### config.mk
export PLATFORM = sky130hd
export DESIGN_NAME = pipe_hold_ctrl
export DESIGN_NICKNAME = d
export VERILOG_FILES = /design/src/rtl/pipe_hold_ctrl.sv
export SDC_FILE = /design/constraint.sdc
export NUM_CORES = 1
export LEC_CHECK = 0
export CAP_MARGIN = 20
export CORE_ASPECT_RATIO = 2
export CORE_MARGIN = 2
export CORE_UTILIZATION = 40
export CTS_BUF_LIST = sky130_fd_sc_hd__clkbuf_16
export DETAILED_ROUTE_END_ITERATION = 12
export PLACE_DENSITY = 0.87
export SLEW_MARGIN = 20
export SYNTH_ARGS = -nofsm -noshare
export SYNTH_HDL_FRONTEND = slang
export SYNTH_SLANG_ARGS = --single-unit
export TNS_END_PERCENT = 10
### constraint.sdc
create_clock -name clk -period 4.5 [get_ports clk]
set_clock_uncertainty 0.15 [all_clocks]
set_input_delay 0.45 -clock clk [delete_from_list [all_inputs] [get_ports clk]]
set_output_delay 0.45 -clock clk [all_outputs]
set_load 0.02 [all_outputs]
### src/rtl/pipe_hold_ctrl.sv
// Pipeline hazard/redirect controller: arbitrates jumps, interrupt entry, multi-cycle EX,
// load-use and fetch waits, and drives hold (load NOP) / stall (keep) for PC, IF/ID and ID/EX.
module pipe_hold_ctrl #(
    parameter int ADDR_W        = 32,
    parameter int FLUSH_CYC     = 2,
    parameter int INT_DRAIN_CYC = 3
) (
    input  logic              clk,
    input  logic              rst,
    input  logic              jump_req_i,
    input  logic [ADDR_W-1:0] jump_addr_i,
    input  logic              ex_busy_i,
    input  logic              load_use_i,
    input  logic              bus_wait_i,
    input  logic              int_req_i,
    input  logic [ADDR_W-1:0] int_addr_i,
    output logic              pc_hold_o,
    output logic              pc_load_o,
    output logic [ADDR_W-1:0] redirect_addr_o,
    output logic              if_id_hold_o,
    output logic              if_id_stall_o,
    output logic              id_ex_hold_o,
    output logic              id_ex_stall_o,
    output logic              busy_o
);

    typedef enum logic [1:0] {
        RUN,
        FLUSH,
        INT_WAIT,
        INT_DRAIN
    } state_t;

    localparam logic [2:0] FLUSH_INIT = 3'(FLUSH_CYC - 1);
    localparam logic [2:0] DRAIN_INIT = 3'(INT_DRAIN_CYC - 1);

    state_t            state_q, state_d;
    logic [2:0]        cnt_q, cnt_d;
    logic              int_pend_q, int_pend_d;
    logic [ADDR_W-1:0] int_addr_q, int_addr_d;

    logic              pc_hold_c, pc_load_c;
    logic              if_id_hold_c, if_id_stall_c;
    logic              id_ex_hold_c, id_ex_stall_c;
    logic [ADDR_W-1:0] redirect_c;

    // NOTE: state registers use non-blocking (<=) so every flop samples pre-edge values.
    always_ff @(posedge clk or negedge rst) begin
        if (!rst) begin
            state_q    <= RUN;
            cnt_q      <= '0;
            int_pend_q <= 1'b0;
            int_addr_q <= '0;
        end else begin
            state_q    <= state_d;
            cnt_q      <= cnt_d;
            int_pend_q <= int_pend_d;
            int_addr_q <= int_addr_d;
        end
    end

    always_comb begin
        // NOTE: every signal gets a default first so no path leaves it unassigned (no latch).
        state_d       = state_q;
        cnt_d         = cnt_q;
        int_pend_d    = int_pend_q;
        int_addr_d    = int_addr_q;
        pc_hold_c     = 1'b0;
        pc_load_c     = 1'b0;
        redirect_c    = '0;
        if_id_hold_c  = 1'b0;
        if_id_stall_c = 1'b0;
        id_ex_hold_c  = 1'b0;
        id_ex_stall_c = 1'b0;

        // First request wins; later pulses are dropped until the handler redirect is issued.
        if (int_req_i && !int_pend_q) begin
            int_pend_d = 1'b1;
            int_addr_d = int_addr_i;
        end

        unique case (state_q)
            RUN: begin
                if (int_pend_q || int_req_i) begin
                    pc_hold_c    = 1'b1;
                    if_id_hold_c = 1'b1;
                    state_d      = INT_WAIT;
                end else if (jump_req_i) begin
                    pc_load_c    = 1'b1;
                    redirect_c   = jump_addr_i;
                    if_id_hold_c = 1'b1;
                    id_ex_hold_c = 1'b1;
                    if (FLUSH_CYC > 1) begin
                        state_d = FLUSH;
                        cnt_d   = FLUSH_INIT;
                    end
                end else if (ex_busy_i) begin
                    pc_hold_c     = 1'b1;
                    if_id_stall_c = 1'b1;
                    id_ex_stall_c = 1'b1;
                end else if (load_use_i) begin
                    pc_hold_c     = 1'b1;
                    if_id_stall_c = 1'b1;
                    id_ex_hold_c  = 1'b1;
                end else if (bus_wait_i) begin
                    pc_hold_c    = 1'b1;
                    if_id_hold_c = 1'b1;
                end
            end

            FLUSH: begin
                // Wrong-path instructions: any jump request here is ignored.
                if_id_hold_c = 1'b1;
                id_ex_hold_c = 1'b1;
                cnt_d        = cnt_q - 3'd1;
                if (cnt_q == 3'd1) begin
                    state_d = RUN;
                end
            end

            INT_WAIT: begin
                pc_hold_c     = 1'b1;
                if_id_hold_c  = 1'b1;
                id_ex_stall_c = ex_busy_i;
                id_ex_hold_c  = ~ex_busy_i;
                if (!ex_busy_i) begin
                    state_d = INT_DRAIN;
                    cnt_d   = DRAIN_INIT;
                end
            end

            INT_DRAIN: begin
                pc_hold_c    = 1'b1;
                if_id_hold_c = 1'b1;
                id_ex_hold_c = 1'b1;
                if (cnt_q == 3'd0) begin
                    pc_load_c  = 1'b1;
                    redirect_c = int_addr_q;
                    int_pend_d = 1'b0;
                    state_d    = RUN;
                end else begin
                    cnt_d = cnt_q - 3'd1;
                end
            end

            default: state_d = RUN;
        endcase
    end

    // Outputs are forced low for the whole reset assertion, regardless of inputs.
    assign pc_hold_o       = rst & pc_hold_c;
    assign pc_load_o       = rst & pc_load_c;
    assign redirect_addr_o = rst ? redirect_c : '0;
    assign if_id_hold_o    = rst & if_id_hold_c;
    assign if_id_stall_o   = rst & if_id_stall_c;
    assign id_ex_hold_o    = rst & id_ex_hold_c;
    assign id_ex_stall_o   = rst & id_ex_stall_c;
    assign busy_o          = rst & (state_q != RUN);

endmodule

[Word level (Yosys, flattened, before mapping)]
Index checks and enable logic that the tools add are counted.
Cells by class
  add/subtract/negate cells: 1
  equal/unequal tests: 11
  multiplexer cells: 47
  bitwise logic cells: 8
  reductions and logical operators: 11
Operators with widths (number)
  two-way mux 32 bit: 4
  one-hot mux 32 bit (2 select lines): 1
  two-way mux 1 bit: 26
  two-way mux 3 bit: 4
  inequality test 2 bit, second input constant: 6
  one-hot mux 3 bit (4 select lines): 1
  two-way mux 2 bit: 5
  one-hot mux 1 bit (2 select lines): 4
  one-hot mux 2 bit (4 select lines): 1
  AND reduction 4 bit: 2
  bitwise AND 1 bit: 7
  equality test 2 bit, second input constant: 2
  OR reduction 2 bit: 2
  equality test 3 x 1 -> 1 bit, second input constant: 1
  zero test 3 bit: 1
  inequality test 3 bit, second input constant: 1
  one-hot mux 1 bit (3 select lines): 1
  OR reduction 3 bit: 1
  subtractor 3 x 1 -> 3 bit, second input constant: 1
  equality test 2 x 1 -> 1 bit, second input constant: 1
  zero test 2 bit: 1
  nonzero test 2 bit: 1
  logical AND 1 bit: 1
  zero test 1 bit: 1
  2 further kinds: 2
Storage, ports and cells
  flip-flop bits (word level): 38
  output and inout port bits: 39
  logic and storage cells: 82

[Longest topological paths before layout]
  depth in word-level cells: 7
  gate-level depth with buffers: 8

[Least setup slack after synthesis]
Ideal clock, no wire load.
  kind: reg-to-output
  start point: register state_q[0]
  end point: output redirect_addr_o[22]
  arrival: 1803 ps
  required time: 3900 ps
  setup slack: 2097 ps
  stages on the path, launching flop included: 9
  buffers on the path: 3
  cells stage by stage: dfrtp_1 inv_1 ha_1 clkbuf_1 and3_2 clkbuf_1 buf_2 a22oi_1 nor2_1
On the way
  word-level cells in the longest chain between the ends: 3
  elaborated cells between the ends (all ways): 4
Ends and longest elaborated chain
  start, declared: line 37  | state_t state_q, state_d;
  start signal, assigned: line 55  | state_q <= state_d;
  equality test 2 bit / zero test 2 bit (equally long branches): line 82  | unique case (state_q)
  one-hot mux 32 bit (2 select lines) *: line 82
  two-way mux 32 bit *: line 153  | assign redirect_addr_o = rst ? redirect_c : '0;
  end, declared: line 19  | output logic [ADDR_W-1:0] redirect_addr_o,
Every way passes the cells marked *; elsewhere a longest branch is shown, timed or not.

[Worst setup path in the final report]
  start point: register state_q[0]
  end point: output redirect_addr_o[29]
Same word-level chain as after synthesis.

==> results.txt <==
----------------------------------------------------
[Die]
  Horiz. Die Dim ... 56.11 um
  Die Ht ... 108.2 um
  Core area ... 5325 um2
  Top-level port count ... between 100 and 150
  Overall die area ... slightly above 6000 um2
  Number of core rows ... 38
  Starting utilization of the core area ... 40.79%

[Global routing]
  Via count of the first global-routing pass ... 2120
  GR Overflow Total ... 0
  Pin count of the biggest net entering global routing ... between 40 and 50
  First-pass GRT wire length ... roughly 9.5 mm
  Initial antenna violation count ... 0
  All-Layer GR Usage ... 19.78%

[Drt]
  Detailed Routing Iterations Pass 1 ... 4
  Via total after detailed routing ... 2071
  Post-Route WL ... 5.945 mm
  1st-iter DRT viols ... 54
  Number of vias per cell ... 5.479
  # DRC ... 0
  Post-DRT Antenna Nets ... 0
  Average wire length per cell after detail routing ... around 16 um

[Critical path]
  Biggest fanout along the worst timing path ... 22
  Critical path class ... reg2out
  Cell-by-cell listing of the critical path ... ha_1 -> and3b_1 -> buf_4 -> a22oi_1 -> nor2_1 -> clkdlybuf4s50_1
  Arrival time worst endpoint ... 2.82 ns
  Longest individual stage delay on the worst path ... roughly 0.64 ns
  Worst path slowest cell ... clkdlybuf4s50_1
  CP Capture Type ... output pin
  R2r worst-path depth ... 5
  Type of origin of the critical path ... flip-flop
  Worst Path Required ... slightly below 4 ns

[Timing]
  Final total negative setup slack ... 0 ns
  RSZ-0062 raised after global routing ... no
  Final-report hold violation count ... 0
  Fmax ... just under 300 MHz
  Share of the clock period used by the worst path after layout ... between 70 and 80%
  Shortest clock period the worst path allows after layout ... around 3.4 ns
  Worst slew margin relative to its limit ... about 57%
  Max Transition Viols Final ... 0
  Count of endpoints failing setup in the final report ... 0
  Slew at the pin closest to its max-slew limit ... between 0.6 and 0.7 ns

[Cells and area]
  Antenna Diode Count ... 0
  Sequential Area ... between 900 and 1000 um2
  Fin cells ... around 380
  Cell area after layout ... between 3000 and 4000 um2
  Area growth from synthesis to final layout ... 60.14%
  Area of the multi-input gates ... about 1100 um2
  Number of nets in the final layout ... between 300 and 400
  Layout cell share with drive strength beyond 1 ... approximately 14%
  Number of fill cells ... around 430

[Synth]
  Largest area contributor in the netlist ... dfrtp_1
  Synthesized instance count ... about 220
  Sequential element share of the synthesized area ... a little over two fifths
  Post-synthesis sequential element count ... 38
  Number of enable flip-flop cells after synthesis ... 0
  Cell with the most instances after synthesis ... nor2_1
  Portion of synthesized cell area occupied by the leading cell type ... 43.78%
  Cell types with the highest counts after synthesis ... 39 x nor2_1, 38 x dfrtp_1, 33 x a22oi_1
  Post-synthesis instance area ... 2172 um2
  Fraction of registers with async set/reset ... 100.0%
  Top cells by area, synth ... dfrtp_1 44%, mux2_2 16%, a22oi_1 11%, nor2_1 6.7%, ha_1 4.6%
  Ys Warns ... 0
  Avg Cell Area, Syn ... 10.10 um2
  Synth unique cells ... 35
  Synthesized netlist net count ... slightly below 300
  Dominant register cell in the synthesized netlist ... dfrtp_1

[Placed design]
  Cell count after placement ... between 300 and 400
  Total cell area at the placement stage ... about 3300 um2
  Hpwl dp ... about 4.3 mm
  Port buffer count ... roughly 110
  Routability cong. ... approximately 0.93

[Power]
  Cell area power density ... ~530 nW/um2
  Max IR drop VDD ... between 0.0003 and 0.0004 V
  Pwr Total ... 0.001832 W
  Leakage ... approximately 1.4 nW

[Clocking]
  Root buf cell ... clkbuf_16
  Post-CTS Hold Buffers ... 0
  Number of buffers created by CTS ... 5
  Number of cells upsized or downsized after cts ... 0
  Clock-pin transition on the worst setup and hold timing paths ... 0.06 ns
  Sink Count ... 38
  Deepest level of the CTS H-tree ... 2
  Maximum clock insertion buffer count ... 2
  Number of post-CTS setup repair buffers ... 0
  TritonCTS clock tree ... yes
  Later-pin clock latency in the skew report ... roughly 0.28 ns

[Job]
  Max-cap viol count ... 0

[Worst hold path]
  Worst Hold Class ... in2async

[Run status]
  Run status ... finished clean

----------------------------------------------------
==> where the power goes <==
| part | total, W | leakage, nW | switching [W] | internal (W) |
|---|---|---|---|---|
| registers | 0.000632 | 0.456 | 0.000115 | 0.000517 |
| clock network | 0.000449 | 0.0915 | 0.000133 | 0.000315 |
| logic | 0.000752 | 0.820 | 0.000363 | 0.000389 |
| total | 0.00183 | 1.37 | 0.000612 | 0.00122 |
==> metrics by stage <==
stage | setup slack (ns) | hold slack (ns) | util (%)
after CTS | 1.058 | 0.1247 | 65.27
after global routing | 0.9472 | 0.1708 | 65.32
after global placement | 1.268 | 0.3232 | 61.72
final | 1.079 | 0.1295 | 65.32
after floorplan | 2.097 | 0.004409 | -
after detailed placement | 1.173 | 0.3356 | 61.72
==> path summary, 6_finish.rpt <==
kind / end / startpoint / slack, ns
worst max-delay path: redirect_addr_o[29] / state_q[0]$_DFFE_PN0P_ / 1.08
min in group clk: int_addr_q[7]$_DFFE_PN0P_ / int_addr_q[7]$_DFFE_PN0P_ / 0.36
worst max register to register: cnt_q[0]$_DFFE_PN0P_ / state_q[0]$_DFFE_PN0P_ / 2.32
worst min-delay path: int_pend_q$_DFF_PN0_ / rst / 0.13
worst min register to register: int_addr_q[7]$_DFFE_PN0P_ / int_addr_q[7]$_DFFE_PN0P_ / 0.36
max in group asynchronous: int_addr_q[3]$_DFFE_PN0P_ / rst / 3.72
==> cell usage in the layout (no fill, tap or decap), types with 2 or more instances in the layout <==
cell type,netlist,final
nor2_1,39,39
and2_1,2,2
o21ai_0,3,3
nand2b_1,3,2
nand2_1,5,5
bufinv_16,0,2
mux2_2,30,30
ha_1,8,8
clkdlybuf4s50_1,0,108
a22oi_1,33,33
a21oi_1,2,2
buf_4,0,3
clkbuf_16,0,5
nor3_1,2,2
mux2_1,2,2
o211a_1,2,2
o22a_1,2,2
inv_1,8,8
dfrtp_1,38,38
==> layer usage <==
layer	vias to the layer above	wire (um)	track usage, %
li1	975	-	-
met1	967	2503	23.62
met3	9	581	5.024
met2	120	2726	32.77
met4	0	133	9.694
met5	-	0	0
==> registers in the layout, indices dropped and copies added (netlist names) <==
register / count
int_pend_q: 1
state_q: 2
cnt_q: 3
int_addr_q: 32
==> worst max-delay path, delay by kind of cell, from the launching register on <==
family | cells | cell delay [ns]
buf+inv | 2 | 0.99
fa+ha+maj | 1 | 0.27
flops | 1 | 0.43
compound gates | 1 | 0.12
simple gates | 2 | 0.71
==> layout make-up <==
| cell class | count | area share [%] |
|---|---|---|
| multi-input cells | 152 | 32.34 |
| repair buffers | 112 | 31.87 |
| flip-flops and latches | 38 | 27.34 |
| clock buffers | 5 | 3.597 |
| well taps | 60 | 2.158 |
| clock inverters | 3 | 1.835 |
| inverters | 8 | 0.8633 |
==> cells by family after synthesis <==
group                    synth area share [%]
buffers and inverters                   4.666
AO/OA/AOI/OAI                           17.11
adder cells (fa/ha/maj)                 4.608
AND/OR/NAND/NOR                         13.25
multiplexers                            16.59
flip-flops                              43.78
Note: power is estimated with default switching activity, not from simulation.
